[config.mk]
export PLATFORM = sky130hd
export DESIGN_NAME = inst_fetch
export DESIGN_NICKNAME = d
export VERILOG_FILES = /design/src/rtl/inst_fetch.sv
export SDC_FILE = /design/constraint.sdc
export NUM_CORES = 1
export LEC_CHECK = 0
export ABC_AREA = 0
export BUFFER_PORTS_ARGS = -buffer_cell sky130_fd_sc_hd__buf_2
export CAP_MARGIN = 25
export CORE_MARGIN = 4
export CORE_UTILIZATION = 25
export CTS_BUF_LIST = sky130_fd_sc_hd__clkbuf_2 sky130_fd_sc_hd__clkbuf_4 sky130_fd_sc_hd__clkbuf_8
export DETAILED_ROUTE_END_ITERATION = 8
export PLACE_DENSITY = 0.54
export SETUP_SLACK_MARGIN = 0.05
export SYNTH_ARGS = -nofsm -noshare
export SYNTH_HDL_FRONTEND = slang
export SYNTH_SLANG_ARGS = --single-unit
[constraint.sdc]
create_clock -name i_clk -period 11.2 [get_ports i_clk]
set_clock_uncertainty 0.05 [all_clocks]
set_input_delay 2.8 -clock i_clk [delete_from_list [all_inputs] [get_ports i_clk]]
set_output_delay 2.8 -clock i_clk [all_outputs]
set_load 0.01 [all_outputs]
[src/rtl/inst_fetch.sv]
`default_nettype none
// ============================================================================
//  Module      : inst_fetch
//  Description : Single-outstanding instruction fetch stage. Issues one word
//                request at a time, holds the returned word for decode, and
//                handles control-flow redirects, including a redirect that
//                arrives while a request is still in flight.
//  Revision    : 1.0 - initial release
// ============================================================================
module inst_fetch #(
    parameter logic [31:0] RESET_ADDR = 32'h0000_0000
) (
    input  logic        i_clk,
    input  logic        i_rst,
    output logic        o_imem_req,
    output logic [31:0] o_imem_addr,
    input  logic        i_imem_ack,
    input  logic [31:0] i_imem_rdata,
    output logic [31:0] o_inst,
    output logic [31:0] o_pc,
    output logic        o_valid,
    input  logic        i_ready,
    input  logic        i_redirect,
    input  logic [31:0] i_redirect_pc
);

    typedef enum logic [0:0] {
        S_REQ  = 1'b0,
        S_HOLD = 1'b1
    } state_t;

    localparam logic [31:0] C_NOP       = 32'h0000_0013;
    localparam logic [31:0] C_WORD_MASK = 32'hFFFF_FFFC;
    localparam logic [31:0] C_RST_PC    = RESET_ADDR & C_WORD_MASK;

    state_t      state_q, state_d;
    logic        active_q, active_d;     // low only until the first edge after reset
    logic        drop_q, drop_d;         // in-flight request belongs to a stale path
    logic [31:0] fetch_pc_q, fetch_pc_d;
    logic [31:0] pend_pc_q, pend_pc_d;   // redirect target waiting for the stale ack
    logic [31:0] inst_q, inst_d;
    logic [31:0] pc_q, pc_d;

    logic [31:0] w_redirect_pc;
    logic        w_req;

    assign w_redirect_pc = i_redirect_pc & C_WORD_MASK;
    assign w_req         = (state_q == S_REQ) && active_q;

    assign o_imem_req  = w_req;
    assign o_imem_addr = fetch_pc_q;
    assign o_inst      = inst_q;
    assign o_pc        = pc_q;
    assign o_valid     = (state_q == S_HOLD);

    // Next-state logic: request / hold sequencing, redirect and drop handling
    always_comb begin
        state_d    = state_q;
        active_d   = 1'b1;
        drop_d     = drop_q;
        fetch_pc_d = fetch_pc_q;
        pend_pc_d  = pend_pc_q;
        inst_d     = inst_q;
        pc_d       = pc_q;
        case (state_q)
            S_REQ: begin
                // The ack is meaningful only while a request is being driven
                if (active_q) begin
                    if (drop_q) begin
                        if (i_imem_ack) begin
                            // Stale data is thrown away; a same-cycle redirect is the newest target
                            drop_d     = 1'b0;
                            fetch_pc_d = i_redirect ? w_redirect_pc : pend_pc_q;
                        end else if (i_redirect) begin
                            pend_pc_d = w_redirect_pc;
                        end
                    end else if (i_redirect) begin
                        if (i_imem_ack) begin
                            fetch_pc_d = w_redirect_pc;
                        end else begin
                            // Keep the bus request stable; retire it silently when it completes
                            drop_d    = 1'b1;
                            pend_pc_d = w_redirect_pc;
                        end
                    end else if (i_imem_ack) begin
                        state_d = S_HOLD;
                        inst_d  = i_imem_rdata;
                        pc_d    = fetch_pc_q;
                    end
                end
            end
            S_HOLD: begin
                if (i_redirect) begin
                    fetch_pc_d = w_redirect_pc;
                    state_d    = S_REQ;
                end else if (i_ready) begin
                    fetch_pc_d = pc_q + 32'd4;
                    state_d    = S_REQ;
                end
            end
            default: begin
                state_d = S_REQ;
            end
        endcase
    end

    // State registers with asynchronous reset that abandons any pending redirect
    always_ff @(posedge i_clk or posedge i_rst) begin
        if (i_rst) begin
            state_q    <= S_REQ;
            active_q   <= 1'b0;
            drop_q     <= 1'b0;
            fetch_pc_q <= C_RST_PC;
            pend_pc_q  <= C_RST_PC;
            inst_q     <= C_NOP;
            pc_q       <= C_RST_PC;
        end else begin
            state_q    <= state_d;
            active_q   <= active_d;
            drop_q     <= drop_d;
            fetch_pc_q <= fetch_pc_d;
            pend_pc_q  <= pend_pc_d;
            inst_q     <= inst_d;
            pc_q       <= pc_d;
        end
    end

endmodule
`default_nettype wire

## After elaboration in Yosys (flattened, before gate mapping)

Index checks and enable logic that the tools add are counted.
Widths: inputs -> output; s select.

| word-level totals | value |
|---|---|
| bits in registers | 131 |
| input bits | 69 |
| output and inout bits | 98 |
| word-level logic and storage cells | 47 |

| operators by class | value |
|---|---|
| add/sub/neg operators | 1 |
| equal/unequal tests | 7 |
| multiplexer cells | 23 |
| bitwise gates (word level) | 3 |
| reductions and logical operators | 6 |

Operators by type and width:

| operator | number |
|---|---|
| $mux 32 | 12 |
| $pmux 32 s2 | 1 |
| $add 32x3->32 const B | 1 |
| $reduce_and 5->1 | 3 |
| $ne 3x3->1 const B | 4 |
| $mux 1 | 9 |
| $ne 2x2->1 const B | 3 |
| $not 1->1 | 3 |
| $pmux 1 s2 | 1 |
| $reduce_and 2->1 | 1 |
| $reduce_bool 2->1 | 1 |
| $logic_and 1x1->1 | 1 |

## Depth between registers and ports, before layout

Gate-level depths: netlist of the first run.

| depth | value |
|---|---|
| word-level depth | 5 |
| depth in mapped cells | 7 |

## Worst setup path before layout of the first run

OpenSTA, ideal clock, no wires.

| timing path | value |
|---|---|
| kind | input-to-reg |
| from | in i_redirect |
| to | reg inst_q[10], in the netlist o_inst[10] |
| arrival | 3943 ps |
| slack | 7082 ps |
| stages on the path | 5 |
| buffers on the path | 3 |
| cells stage by stage | clkbuf_1 -> or3_1 -> buf_6 -> buf_6 -> mux2_4 |

| on the way | value |
|---|---|
| word-level cells in the longest chain between the ends | 2 |

RTL lines:

| element | RTL line | text |
|---|---|---|
| from (decl) | 23 | `input logic i_redirect,` |
| $not 1->1 (no line) | -- |  |
| $reduce_and 5->1 (no line) | -- |  |
| to (signal assigned) | 123 | `inst_q <= inst_d;` |
| to (decl) | 41 | `logic [31:0] inst_q, inst_d;` |

Every way passes these cells.
A chain may end at the register's enable or synchronous reset.

## Final worst setup path of the first run

| timing path | value |
|---|---|
| from | in i_redirect |
| to | reg pc_q[20], in the netlist o_pc[20] |

| on the way | value |
|---|---|
| word-level cells in the longest chain between the ends | 2 |

RTL lines:

| element | RTL line | text |
|---|---|---|
| $not 1->1 (no line) | -- |  |
| $reduce_and 5->1 (no line) | -- |  |
| to (signal assigned) | 124 | `pc_q <= pc_d;` |
| to (decl) | 42 | `logic [31:0] pc_q, pc_d;` |

Every way passes these cells.

==> flow_summary_export.csv, run 1 <==
group,metric,value,unit
outcome,outcome,"complete, no violations",
floorplanning,ioPinCount,167,
pwr,leakage,3.77,nW
sta,slew_headroom,0.352,
routing,ant_nets,0,
yosys,synth_top_area_share,0.504,
yosys,synthMuxAreaShare,0.216,
yosys,synth_nets,571,
setup_path,cp.required,11.48,ns
yosys,synthAdderAreaFrac,0.00197,
yosys,syn_area,6350,um^2
place,gp_congestion,0.743,
final_layout,fillers,2623,
yosys,yosysMostFrequentCell,"dfrtp_1",
grt,track_usage,0.135,
flow_run,maxCapViolCount,0,
final_layout,num-nets-final,731,
final_layout,area_delta_synth_final,25.3,%
yosys,synthArstFlopShare,1.00,
clock_tree,htreeDepth,4,
clock_tree,numCtsBuffers,17,
sta,setup-tns-final,0,ns
clock_tree,cts_hold_buf,0,
yosys,yosysTopAreaCell,"dfrtp_1",
yosys,synth_xor_area_frac,0.0359,
setup_path,path_class,"primary input to register",
setup_path,r2r_cells,4,
clock_tree,ctsResizeCount,0,
grt,antenna_found_initial,2,
pwr,peakVddDrop,0.0971,mV
place,portBuffers,164,
sta,setup_ws,6.56,ns
sta,max_freq,216,MHz
yosys,yosys.area_share.simple,0.0944,
final_layout,diodes,0,
routing,first_iter_violations,261,
pwr,powerDensity,220,nW/um^2
clock_tree,clockBufferDepth,2,
routing,route.detailed.wl_per_inst,18.8,um
sta,period_needed,4.64,ns
sta,worst-slew-pin-transition,0.972,ns
floorplanning,die_h,167,um
yosys,yosys_warnings,0,
sta,setup_viol_count_final,0,
clock_tree,cts.sinks,131,
routing,routed_wl,18800,um
clock_tree,path_clk_slew,0.08,ns
grt,overflow,0,
floorplanning,die_w,167,um
setup_path,start_kind,"primary input",
sta,grt_setup_unrepaired,"no",
floorplanning,row_count,58,
worst_hold_path,hold_class,"register to register",
setup_path,crit-reg2reg-launch,"o_valid",
clock_tree,cts_tree,"built",
routing,drc,0,
sta,maxSlewViolCount,0,
clock_tree,post_cts_buffers,0,
floorplanning,core,25100,um^2
floorplanning,dieArea,28000,um^2
yosys,synthFlopType,"dfrtp_1",
setup_path,end_kind,"register",
clock_tree,worstSkewPairLatency,0.45,ns
yosys,ys_ff_latch,131,
yosys,synth_edf_count,0,
routing,vias_per_cell,4.68,
place,post-place-ws,6.06,ns
final_layout,drive_above_1_share,0.464,
yosys,netlist-cell-type-count,53,
sta,hold_viol,0,
grt,grt_pass1_vias,4828,
routing,dr_total_vias,4698,
grt,grt_max_degree,72,
yosys,syn_avg_cell_area,12.7,um^2
worst_hold_path,holdPathStages,1,
routing,dr.pass1.iters,4,
sta,period_share,0.414,
setup_path,crit_start,"i_redirect",
yosys,synth_compound_area_frac,0.0999,
yosys,ys_seq_area_frac,0.517,
floorplanning,start_util,0.253,
place,dp_hpwl,12700,um
yosys,synthTopCellsByArea,"dfrtp_1 50%, mux2_4 12%, mux2_2 8.0%",
yosys,synth_top_family_by_area,"multiplexers",
worst_hold_path,hp-start,"pend_pc_q[8]",
grt,grt_pass1_wl,29300,um
clock_tree,cts_root_buffer,"clkbuf_8",
setup_path,arrival,4.91,ns
yosys,yosys-top-cells-count,"128 x dfrtp_1, 49 x mux2_4, 45 x mux2_2",
yosys,synth_cells,501,
setup_path,cp_max_fo,49,
-- cells by family (layout without fill, tap and decap cells) --
logic type,Yosys count,count (layout)
AOI/OAI and AO/OA,92,92
xor gates and xnor gates,26,26
adders and majority gates,1,1
buffers and inverters,37,210
DFF,131,131
muxes,107,107
other,1,1
and+or+nand+nor,106,106
-- registers in the layout (all words and copies together) (netlist names) --
signal	flops
o_imem_addr	32
o_inst	32
o_pc	32
pend_pc_q	32
active_q	1
drop_q	1
o_valid	1
-- worst max-delay path, stage by stage --
cell    delay, ns
buf_2        0.44
or3_4        0.42
buf_4        0.77
mux2_2       0.41
-- stage by stage --
| step | util | hold WS [ns] | power [mW] | cell area [um^2] | cells |
|---|---|---|---|---|---|
| finish | 0.317 | 0.455 | 1.75 | 7960 | 1004 |
| global route | 0.317 | 0.467 | 1.86 | 7960 | 1004 |
| CTS | 0.316 | 0.456 | 1.78 | 7930 | 1003 |
| detailed placement | 0.297 | 0.436 | 1.29 | 7460 | 971 |
| global placement | 0.297 | 0.434 | 1.28 | 7460 | 971 |
| floorplan | - | 0.414 | 1.06 | 6350 | 501 |
-- power by group --
part	internal, mW	switching (mW)	total (mW)	leakage (nW)
Clock	0.277	0.200	0.477	0.226
Sequential	0.615	0.148	0.762	1.59
Combinational	0.274	0.239	0.513	1.95
-- cell usage in the layout (no fill, tap or decap), drive strengths merged, types with 2 or more instances in the layout --
cell      instances
buf             171
dfrtp           128
mux2             94
o21ai            33
nand2            28
clkbuf           20
nand4            17
xnor2            15
mux2i            13
nor2             13
a21oi            11
xor2             11
nand3            11
o221ai            8
a2bb2oi           8
inv               8
nor3              8
and3              7
a222oi            6
a221oi            6
and2              5
bufinv            5
nor2b             5
and4              5
a22oi             4
o31ai             3
o21a              3
a31oi             3
clkinvlp          3
dfstp             3
clkinv            3
nand2b            2
or3               2
-- path summary, 6_finish.rpt --
check                             endpoint  slack (ns)
hold reg to reg               pend_pc_q[8]        0.46
setup reg to reg           o_imem_addr[21]        8.40
setup / recovery                  o_pc[20]        6.56
min in group asynchronous        o_inst[5]        2.37
hold / removal                pend_pc_q[8]        0.46
max in group asynchronous          o_pc[8]        7.79
-- per-layer routing --
layer,part of all wire,GRT usage,wire length [um]
met3,0.062,0.0385,1170
met4,0.0059,0.0254,112
met2,0.44,0.207,8350
met1,0.49,0.192,9190
met5,0.0012,0,22
-- layout make-up --
class,count,area [um^2],area share
Clock buffer,20,263,0.0330
Clock inverter,12,204,0.0256
Inverter,7,31.3,0.00393
Multi-Input combinational cell,333,2870,0.361
Sequential cell,131,3280,0.412
Tap cell,330,413,0.0519
Timing Repair Buffer,171,893,0.112
Power figures use the tool's default switching activity.
==> run 2: changes to the inputs <==
--- a/config.mk
+++ b/config.mk
@@ -5,14 +5,14 @@
 export SDC_FILE = /design/constraint.sdc
 export NUM_CORES = 1
 export LEC_CHECK = 0
-export ABC_AREA = 0
+export ABC_AREA = 1
 export BUFFER_PORTS_ARGS = -buffer_cell sky130_fd_sc_hd__buf_2
 export CAP_MARGIN = 25
 export CORE_MARGIN = 4
 export CORE_UTILIZATION = 25
 export CTS_BUF_LIST = sky130_fd_sc_hd__clkbuf_2 sky130_fd_sc_hd__clkbuf_4 sky130_fd_sc_hd__clkbuf_8
 export DETAILED_ROUTE_END_ITERATION = 8
-export PLACE_DENSITY = 0.54
+export PLACE_DENSITY = 0.53
 export SETUP_SLACK_MARGIN = 0.05
 export SYNTH_ARGS = -nofsm -noshare
 export SYNTH_HDL_FRONTEND = slang
==> constraint.sdc (replaced) <==
create_clock -name i_clk -period 4.4 [get_ports i_clk]
set_clock_uncertainty 0.05 [all_clocks]
set_input_delay 1.1 -clock i_clk [delete_from_list [all_inputs] [get_ports i_clk]]
set_output_delay 1.1 -clock i_clk [all_outputs]
set_load 0.01 [all_outputs]
==> run 2 against run 1 <==
Register-to-register slack got worse by 6.5 ns; final cell count grew 37%; sequential share of layout area shrank 2.6 points; first-iteration DRC count is 86% higher; non-clock buffer count is 4 higher; hold slack got worse by 0.019 ns; critical path depth is 2 lower; synthesized cell count grew 67%; count of clock-buffer cells in the layout decreased by 3; critical path type is now register to primary output; largest cell class unchanged.
==> flow_summary_export.csv, run 2 <==
group,metric,value,unit
grt,overflow,0,
yosys,ys_ff_latch,131,
grt,grt_pass1_wl,34100,um
routing,ant_nets,0,
pwr,total_power,4.37,mW
clock_tree,htreeDepth,4,
pwr,p_sw,1.64,mW
yosys,synthTopCellsByArea,"dfrtp_1 46%, nand2_1 9.7%, o21ai_0 6.2%",
final_layout,final_cells,1373,
yosys,synth_top_area_share,0.464,
yosys,synthFlopType,"dfrtp_1",
pwr,peakVddDrop,0.179,mV
final_layout,num-nets-final,1059,
pwr,powerDensity,514,nW/um^2
routing,dr_total_vias,6015,
routing,route.detailed.wl_per_inst,15.7,um
grt,track_usage,0.142,
final_layout,final_cell_mix,"178 x nand2_1, 164 x buf_2, 127 x dfrtp_1, 110 x nor2_1, 86 x o21ai_0",
yosys,syn_area,6910,um^2
yosys,yosys_warnings,0,
pwr,swShare,0.375,
routing,drc,0,
final_layout,multi_input_area,3090,um^2
grt,antenna_found_initial,1,
flow_run,maxCapViolCount,0,
sta,hold_slack,0.436,ns
floorplanning,die_h,174,um
outcome,outcome,"complete, no violations",
final_layout,diodes,0,
final_layout,finish.utilization,0.313,
pwr,p_int,2.73,mW
yosys,synthArstFlopShare,1.00,
sta,setup_ws,1.60,ns
setup_path,path_class,"register to primary output",
sta,period_needed,2.80,ns
yosys,syn_avg_cell_area,8.25,um^2
clock_tree,cts_root_buffer,"clkbuf_8",
floorplanning,ioPinCount,167,
setup_path,cp_max_fo,35,
clock_tree,cts_tree,"built",
sta,period_share,0.636,
setup_path,end_kind,"primary output",
yosys,yosysTopAreaCell,"dfrtp_1",
place,placed_area,8070,um^2
pwr,combPwrFrac,0.313,
worst_hold_path,hold_class,"register to register",
clock_tree,cts_hold_buf,0,
routing,drt-met1-wl,10000,um
setup_path,start_kind,"register",
sta,hold_viol,0,
sta,maxSlewViolCount,0,
grt,grt_pass1_vias,5822,
place,post-place-ws,1.39,ns
yosys,synth_edf_count,0,
final_layout,area_delta_synth_final,23.0,%
sta,max_freq,357,MHz
yosys,ys_seq_area_frac,0.475,
final_layout,final_common_cell,"nand2_1",
pwr,leakage,4.24,nW
setup_path,cp.required,3.25,ns
routing,dr.max_layer_used,"met5",
place,dp_hpwl,15700,um
yosys,synth_cells,837,
yosys,synth_nets,907,
routing,wl_met2,9930,um
sta,setup_viol_count_final,0,
yosys,netlist-cell-type-count,40,
floorplanning,die_w,174,um
sta,slew_headroom,0.458,
setup_path,arrival,1.65,ns
clock_tree,post_cts_buffers,0,
routing,wl_met3,1080,um
clock_tree,ctsResizeCount,0,
place,portBuffers,164,
routing,dr.pass1.iters,5,
pwr,power_frac_seq,0.431,
floorplanning,core,27100,um^2
sta,setup-tns-final,0,ns
routing,routed_wl,21500,um
clock_tree,path_clk_slew,0.08,ns
clock_tree,worstSkewPairLatency,0.44,ns
routing,vias_per_cell,4.38,
place,gp_congestion,0.852,
sta,grt_setup_unrepaired,"no",
final_layout,drive_above_1_share,0.288,
final_layout,fillers,2913,
grt,grt_max_degree,60,
routing,first_iter_violations,486,
pwr,pwr-share-clk,0.256,
clock_tree,cts.sinks,131,
floorplanning,row_count,60,
floorplanning,dieArea,30300,um^2
clock_tree,clockBufferDepth,2,
clock_tree,numCtsBuffers,17,
yosys,yosysMostFrequentCell,"nand2_1",
final_layout,postLayoutCellArea,8490,um^2
yosys,yosys-top-cells-count,"178 x nand2_1, 128 x dfrtp_1, 110 x nor2_1",
floorplanning,start_util,0.255,
place,dp.cells,1342,
sta,worst-slew-pin-transition,0.813,ns
final_layout,register_area,3280,um^2
## run 2: power by group through the flow
stage	Clock (mW)	Combinational, mW	Sequential, mW
6_report	1.12	1.37	1.88
3_5_place_dp	0	1.38	1.90
3_3_place_gp	0	1.36	1.89
5_1_grt	1.21	1.53	1.94
4_1_cts	1.17	1.39	1.88
2_1_floorplan	0	0.720	1.95
## run 2: worst paths after layout
path / start / endpoint / slack [ns] / cells after the start
setup / recovery: o_valid / o_imem_req / 1.60 / 2
hold / removal: pend_pc_q[18] / pend_pc_q[18] / 0.44 / 2
setup reg to reg: o_valid / o_imem_addr[21] / 1.86 / 7
hold reg to reg: pend_pc_q[18] / pend_pc_q[18] / 0.44 / 2
max in group asynchronous: i_rst / o_inst[0] / 2.81 / 3
min in group asynchronous: i_rst / o_inst[25] / 0.69 / 2
## run 2: cells by family after synthesis
kind of cell | count (synthesis) | synth area share
multiplexers | 38 | 0.0748
flip-flops | 131 | 0.475
adder cells (fa/ha/maj) | 1 | 0.00181
XOR/XNOR | 1 | 0.00127
buffers and inverters | 125 | 0.0792
other | 1 | 0.000543
AND/OR/NAND/NOR | 359 | 0.226
AO/OA/AOI/OAI | 181 | 0.141
## run 2: area by class of cell
type	instances	share of cell area
flip-flops and latches	131	0.387
repair buffers	175	0.108
multi-input cells	581	0.364
clock inverters	14	0.0221
well taps	372	0.0548
clock buffers	17	0.0275
inverters	83	0.0374
## run 2: critical path, cell delays in order, from the launching register on
cell     delay (ns)
dfrtp_2        0.90
nor2_4         0.11
buf_2          0.18
## run 2: per-layer routing
| layer | up-vias | GRT usage |
|---|---|---|
| met1 | 2798 | 0.195 |
| met2 | 169 | 0.224 |
| met3 | 27 | 0.0307 |
| li1 | 3019 | - |
| met4 | 2 | 0.0449 |
| met5 | - | 0 |
